<file path="src/rtl/fifo_pkg.sv">
// fifo_pkg: shared types and helpers for sync_stream_fifo.
//   ptr_w     - pointer width for a given entry count
//   cnt_w     - occupancy counter width ($clog2(DEPTH+1))
//   ptr_inc   - pointer increment with explicit wrap at DEPTH-1
//   calc_flags- full/empty/almost flags for a given occupancy
package fifo_pkg;

   typedef struct packed {
      logic full;
      logic empty;
      logic almost_full;
      logic almost_empty;
   } fifo_flags_t;

   function automatic int unsigned ptr_w(input int unsigned depth);
      return (depth < 2) ? 1 : $clog2(depth);
   endfunction

   function automatic int unsigned cnt_w(input int unsigned depth);
      return $clog2(depth + 1);
   endfunction

   // Explicit wrap so that non-power-of-two depths never index past DEPTH-1.
   function automatic int unsigned ptr_inc(input int unsigned ptr, input int unsigned depth);
      return (ptr == depth - 1) ? 0 : ptr + 1;
   endfunction

   function automatic fifo_flags_t calc_flags(input int unsigned cnt,
                                              input int unsigned depth,
                                              input int unsigned af_level,
                                              input int unsigned ae_level);
      fifo_flags_t f;
      f.full         = (cnt == depth);
      f.empty        = (cnt == 0);
      f.almost_full  = (cnt >= af_level);
      f.almost_empty = (cnt <= ae_level);
      return f;
   endfunction

endpackage

</file>
<file path="src/rtl/fifo_mem.sv">
// fifo_mem: register-array storage for sync_stream_fifo.
// One synchronous write port, one asynchronous read port. Contents are never reset.
//   CLK     - clock
//   i_we    - write enable
//   i_waddr - write address
//   i_wdata - write data
//   i_raddr - read address
//   o_rdata - read data (combinational from i_raddr)
module fifo_mem
   import fifo_pkg::*;
#(
   parameter int unsigned DATA_W = 32,
   parameter int unsigned DEPTH  = 32
) (
   input  logic                      CLK,
   input  logic                      i_we,
   input  logic [ptr_w(DEPTH)-1:0]   i_waddr,
   input  logic [DATA_W-1:0]         i_wdata,
   input  logic [ptr_w(DEPTH)-1:0]   i_raddr,
   output logic [DATA_W-1:0]         o_rdata
);

   logic [DATA_W-1:0] r_mem [DEPTH];

   always_ff @(posedge CLK) begin
      if (i_we) begin
         r_mem[i_waddr] <= i_wdata;
      end
   end

   assign o_rdata = r_mem[i_raddr];

endmodule

</file>
<file path="src/rtl/sync_stream_fifo.sv">
// sync_stream_fifo: single-clock first-word-fall-through stream FIFO.
// Build option: define FIFO_CLEAR_EN to add the CLEAR synchronous flush port.
//   CLK          - clock, rising edge
//   RESETN       - synchronous active-low reset
//   CLEAR        - synchronous flush (FIFO_CLEAR_EN only), beats push/pop
//   S_VALID/S_READY/S_DATA - write side; S_READY = !full
//   M_VALID/M_READY/M_DATA - read side; M_VALID = !empty, M_DATA = head entry
//   COUNT        - occupancy
//   ALMOST_FULL  - COUNT >= AF_LEVEL (registered)
//   ALMOST_EMPTY - COUNT <= AE_LEVEL (registered)
module sync_stream_fifo
   import fifo_pkg::*;
#(
   parameter int unsigned DATA_W   = 32,
   parameter int unsigned DEPTH    = 32,
   parameter int unsigned AF_LEVEL = DEPTH - 2,
   parameter int unsigned AE_LEVEL = 2
) (
   input  logic                       CLK,
   input  logic                       RESETN,
`ifdef FIFO_CLEAR_EN
   input  logic                       CLEAR,
`endif
   input  logic                       S_VALID,
   output logic                       S_READY,
   input  logic [DATA_W-1:0]          S_DATA,
   output logic                       M_VALID,
   input  logic                       M_READY,
   output logic [DATA_W-1:0]          M_DATA,
   output logic [$clog2(DEPTH+1)-1:0] COUNT,
   output logic                       ALMOST_FULL,
   output logic                       ALMOST_EMPTY
);

   localparam int unsigned PtrW = ptr_w(DEPTH);
   localparam int unsigned CntW = cnt_w(DEPTH);

   logic [PtrW-1:0] r_head, r_tail;
   logic [CntW-1:0] r_count;
   fifo_flags_t     r_flags;

   logic [PtrW-1:0] w_head_d, w_tail_d;
   logic [CntW-1:0] w_count_d;
   fifo_flags_t     w_flags_d;
   fifo_flags_t     w_flags_rst;
   logic            w_push, w_pop, w_flush;

`ifdef FIFO_CLEAR_EN
   assign w_flush = !RESETN || CLEAR;
`else
   assign w_flush = !RESETN;
`endif

   // Handshakes depend only on registered flags: no M_READY -> S_READY path.
   assign S_READY = !r_flags.full;
   assign M_VALID = !r_flags.empty;
   assign w_push  = S_VALID && S_READY;
   assign w_pop   = M_VALID && M_READY;

   always_comb begin
      w_head_d  = r_head;
      w_tail_d  = r_tail;
      w_count_d = r_count;
      if (w_push) begin
         w_tail_d = PtrW'(ptr_inc(32'(r_tail), DEPTH));
      end
      if (w_pop) begin
         w_head_d = PtrW'(ptr_inc(32'(r_head), DEPTH));
      end
      unique case ({w_push, w_pop})
         2'b10:   w_count_d = r_count + CntW'(1);
         2'b01:   w_count_d = r_count - CntW'(1);
         default: w_count_d = r_count;
      endcase
   end

   // Flags follow next-state COUNT so they line up with COUNT after the edge.
   assign w_flags_d   = calc_flags(32'(w_count_d), DEPTH, AF_LEVEL, AE_LEVEL);
   assign w_flags_rst = calc_flags(0, DEPTH, AF_LEVEL, AE_LEVEL);

   always_ff @(posedge CLK) begin
      if (w_flush) begin
         r_head  <= '0;
         r_tail  <= '0;
         r_count <= '0;
         r_flags <= w_flags_rst;
      end else begin
         r_head  <= w_head_d;
         r_tail  <= w_tail_d;
         r_count <= w_count_d;
         r_flags <= w_flags_d;
      end
   end

   fifo_mem #(
      .DATA_W (DATA_W),
      .DEPTH  (DEPTH)
   ) u_mem (
      .CLK     (CLK),
      .i_we    (w_push && !w_flush),
      .i_waddr (r_tail),
      .i_wdata (S_DATA),
      .i_raddr (r_head),
      .o_rdata (M_DATA)
   );

   assign COUNT        = r_count;
   assign ALMOST_FULL  = r_flags.almost_full;
   assign ALMOST_EMPTY = r_flags.almost_empty;

endmodule

</file>
<file path="config.mk">
export PLATFORM = sky130hd
export DESIGN_NAME = sync_stream_fifo
export DESIGN_NICKNAME = d
export VERILOG_FILES = /design/src/rtl/fifo_pkg.sv /design/src/rtl/fifo_mem.sv /design/src/rtl/sync_stream_fifo.sv
export SDC_FILE = /design/constraint.sdc
export NUM_CORES = 1
export LEC_CHECK = 0
export CAP_MARGIN = 10
export CORE_MARGIN = 2
export CORE_UTILIZATION = 57
export DETAILED_ROUTE_END_ITERATION = 16
export PLACE_DENSITY = 0.72
export SLEW_MARGIN = 20
export SYNTH_ARGS = -nofsm -noshare
export SYNTH_HDL_FRONTEND = slang
export SYNTH_SLANG_ARGS = --single-unit
export TNS_END_PERCENT = 20
</file>
<file path="constraint.sdc">
create_clock -name CLK -period 4.1 [get_ports CLK]
set_clock_uncertainty 0.15 [all_clocks]
set_input_delay 0.82 -clock CLK [delete_from_list [all_inputs] [get_ports CLK]]
set_output_delay 0.82 -clock CLK [all_outputs]
set_load 0.05 [all_outputs]
</file>
==> metrics.md <==
| Metric | Value |
|---|---|
| Status | finished with violations |
| Failing checks | negative setup slack |
| Largest fanout on the critical path | 8 |
| Post-route ant nets | 0 |
| Pre-Repair DR Iteration Count | 5 |
| Total grt overflow | 0 |
| HPWL Detailed | about 47 mm |
| CP endpoint | M_DATA[21] |
| Reg2reg path depth | 12 |
| TNS Setup | -0.0319 ns |
| Unrepaired setup endpoints after global routing | true |
| Nets@finish | 1932 |
| Layout cells sized above 1 | 36.0% |
| Synthesis-to-layout area growth | 16.8% |
| Area of the multi-input gates | 8810 um^2 |
| Leakage Power | 14.5 nW |
| Least-Margin Pin Slew | 1.07 ns |
| Area share of the largest cell type after synthesis | 76.4% |
| Final period util | 101% |
| Ys Warns | 0 |
| Worst R2R Start | r_flags[2] |
| Max incr delay on CP | roughly 0.56 ns |
| Routed WL per cell | 33.7 um |
| FMAX | 242 MHz |
| Vias in the first global route | approximately 20000 |
| Reg2reg end | r_flags[2] |
| Vias/cell | about 6.6 |
| Row cnt | 97 |
| Fin area | 47000 um^2 |
| Clk sinks | approximately 1000 |
| Critical Path Source Type | flip-flop |
| Largest net degree at the start of global routing | 69 |
| Post-synthesis cell count | 1659 |
| Tmin final | 4.13 ns |
| Post-synthesis sequential area ratio | 77.7% |
| Worst relative slew slack | 28.3% |
| Syn avg cell area | 24.3 um^2 |
| Critical Path AT | 3.16 ns |
| Worst-path cell chain | buf_12, buf_16, buf_4, buf_4, mux4_2, mux4_2, mux2_4, buf_6 |
| Yosys top cell by area | edfxtp_1 |
| Vias | a little under 20000 |
| CP max-delay cell | mux4_2 |
| Initial antenna violation count | 3 |
| Worst-path clk slew | 0.06 ns |
| Global Route Usage Sum | 27.5% |
| Initial core utilization | approximately 58% |
| PD cells | 519 nW/um^2 |
| DRC | 0 |
| Maxcap violations | 0 |
| Req. time, crit path | about 3.1 ns |
| Maximum vdd drop | ~0.00037 V |
| Die area | around 73000 um^2 |
| Num CTS Buffers | 102 |
| Critical path endpoint category | output port |
| Chip width | 270 um |
| CP Depth | 8 |
| DP Worst Slack | 0.309 ns |
| Final setup fails | 1 |
| Register area | 31300 um^2 |
| I/O pins | 78 |
| H-tree depth | 3 |
| GP Congestion | 0.766 |
| Flop-to-flop setup slack | 1.18 ns |
| CTS Buffer Depth | 3 |
| Post-Syn Area | 40200 um^2 |
| Bufs and invs on worst path | 5 |
| Yosys cell types | 44 |
| Area of placed instances | 42800 um^2 |
| CTS tree | done |
| Clk Latency, worst-skew pair | 0.66 ns |
| Critical Setup Path Class | reg2out |
| First-pass GRT wire length | between 100 and 150 mm |
| Fin. Hold Viols | 0 |
| Seq cells post-synth | 1049 |
| I/O Buffers | 77 |
| Die extent in y | approximately 270 um |
| Hold Buf Count CTS | 0 |
| Drt first-iter violations | 2471 |
| CP top delay family | multiplexers |
| CORE AREA | 69900 um^2 |
| Max-slew violations | 0 |
| Class of the worst hold path | reg2reg |
| Hold Path Origin | r_head[3] |
| # fillers | 4250 |
| PnR worst setup slack | -0.0319 ns |
| Synth top area cells | edfxtp_1, mux4_2, dfxtp_1, mux2_2, clkbuf_1 |
| CTS root buf | clkbuf_16 |
| Routed wire length | 98.2 mm |
| Syn Nets | 1705 |
[state kept, by name (all words and copies together), names as in the netlist, named ones only]
name	count
u_mem.r_mem	1024
COUNT	6
r_head	5
r_tail	5
r_flags	2
ALMOST_EMPTY	1
ALMOST_FULL	1
[area by class of cell]
| class | count | share of cell area (%) |
|---|---|---|
| Antenna cell | 2 | 0.0107 |
| Clock buffer | 115 | 5.58 |
| Clock inverter | 76 | 1.51 |
| Inverter | 9 | 0.0719 |
| Multi-Input combinational cell | 513 | 18.7 |
| Sequential cell | 1049 | 66.5 |
| Tap cell | 940 | 2.50 |
| Timing Repair Buffer | 211 | 5.03 |
[timing repair]
item	in CTS	in global routing
endpoints found under the setup margin	32	28
cloned	10	2
resized for setup	47	15
setup buffers	24	5
[metrics by stage]
stage | hold WS (ns) | total power [W] | util, % | std cells
final | 0.402 | 0.0244 | 67.2 | 2915
after CTS | 0.362 | 0.0244 | 67.1 | 2907
after detailed placement | 0.348 | 0.0148 | 61.3 | 2682
after global routing | 0.420 | 0.0251 | 67.2 | 2914
after floorplan | 0.317 | 0.0141 | - | 1659
after global placement | 0.336 | 0.0148 | 61.3 | 2682
[synth_stat cells]
master,number
buf_6,4
buf_2,16
xor2_1,2
xnor2_1,4
and3_1,3
o22ai_1,1
buf_4,10
nor2b_1,9
o21ai_0,10
nand4_1,2
nor4_1,2
inv_1,9
a21oi_1,8
a31oi_1,3
o2111ai_1,1
nand2_1,16
mux2i_1,2
edfxtp_1,1024
a21boi_0,7
o32ai_1,1
nor3b_1,1
dfxtp_1,25
clkbuf_1,39
o211ai_1,1
nand3b_1,5
a22o_1,1
o21a_1,1
nand2b_1,3
nor4b_1,2
buf_1,19
and2_1,2
o41a_1,1
o221ai_1,1
mux4_2,320
ha_1,10
nor3_1,8
o41ai_1,1
or3b_2,2
a211o_1,1
nand3_1,7
nor2_1,39
a211oi_1,1
mux2_2,32
or3_1,3
[power breakdown]
group          internal (W)  switching [W]  total (W)
combinational       0.00154        0.00152    0.00307
sequential           0.0119      0.0000815     0.0119
clock               0.00532        0.00405    0.00937
total                0.0187        0.00565     0.0244
[cells in the final DEF (no fill, tap or decap), drive strengths merged, types with 5 or more instances in the layout]
cell type / synthesis / routed
clkinv: 0 / 56
clkbuf: 39 / 118
nand2: 16 / 16
inv: 9 / 14
edfxtp: 1024 / 1024
dfxtp: 25 / 25
o21ai: 10 / 10
a21oi: 8 / 8
nor3: 8 / 8
mux2: 32 / 32
nand3: 7 / 7
ha: 10 / 10
nand3b: 5 / 5
buf: 49 / 164
clkdlybuf4s50: 0 / 42
mux4: 320 / 320
nor2b: 9 / 9
nor2: 39 / 39
a21boi: 7 / 7
bufinv: 0 / 11
[routing by layer]
layer | GRT usage (%) | part of all wire [%]
met2 | 45.9 | 51
met4 | 10.7 | 3.7
met3 | 5.19 | 7.9
met5 | 0 | 0.013
met1 | 36.6 | 37
[cell families (layout without fill, tap and decap cells)]
group | Yosys count | in the layout | share of synthesized area [%]
buf+inv | 97 | 411 | 1.12
flops | 1049 | 1049 | 77.7
simple gates | 104 | 104 | 1.27
compound gates | 39 | 39 | 0.631
mux | 354 | 354 | 18.9
xor+xnor | 6 | 6 | 0.131
fa+ha+maj | 10 | 10 | 0.311
other cells | 0 | 2 | 0
[worst min path at each step]
| stage | cells past startpoint | to | slack [ns] |
|---|---|---|---|
| floorplan | 2 | flip-flop | 0.32 |
| detailed placement | 2 | flip-flop | 0.35 |
| global placement | 2 | flip-flop | 0.34 |
| global route | 2 | flip-flop | 0.42 |
| finish | 2 | flip-flop | 0.40 |
| CTS | 2 | flip-flop | 0.36 |
[worst reg2reg max path, stage by stage (launching register included)]
cell     delay (ns)
dfxtp_1        0.31
inv_1          0.05
nand2_1        0.23
inv_1          0.15
ha_1           0.24
xor2_1         0.17
ha_1           0.25
a21oi_1        0.24
mux2i_1        0.27
xnor2_1        0.20
nand2_1        0.08
or3_1          0.33
o21ai_0        0.17
No activity file was read; power rests on OpenSTA's default activity.
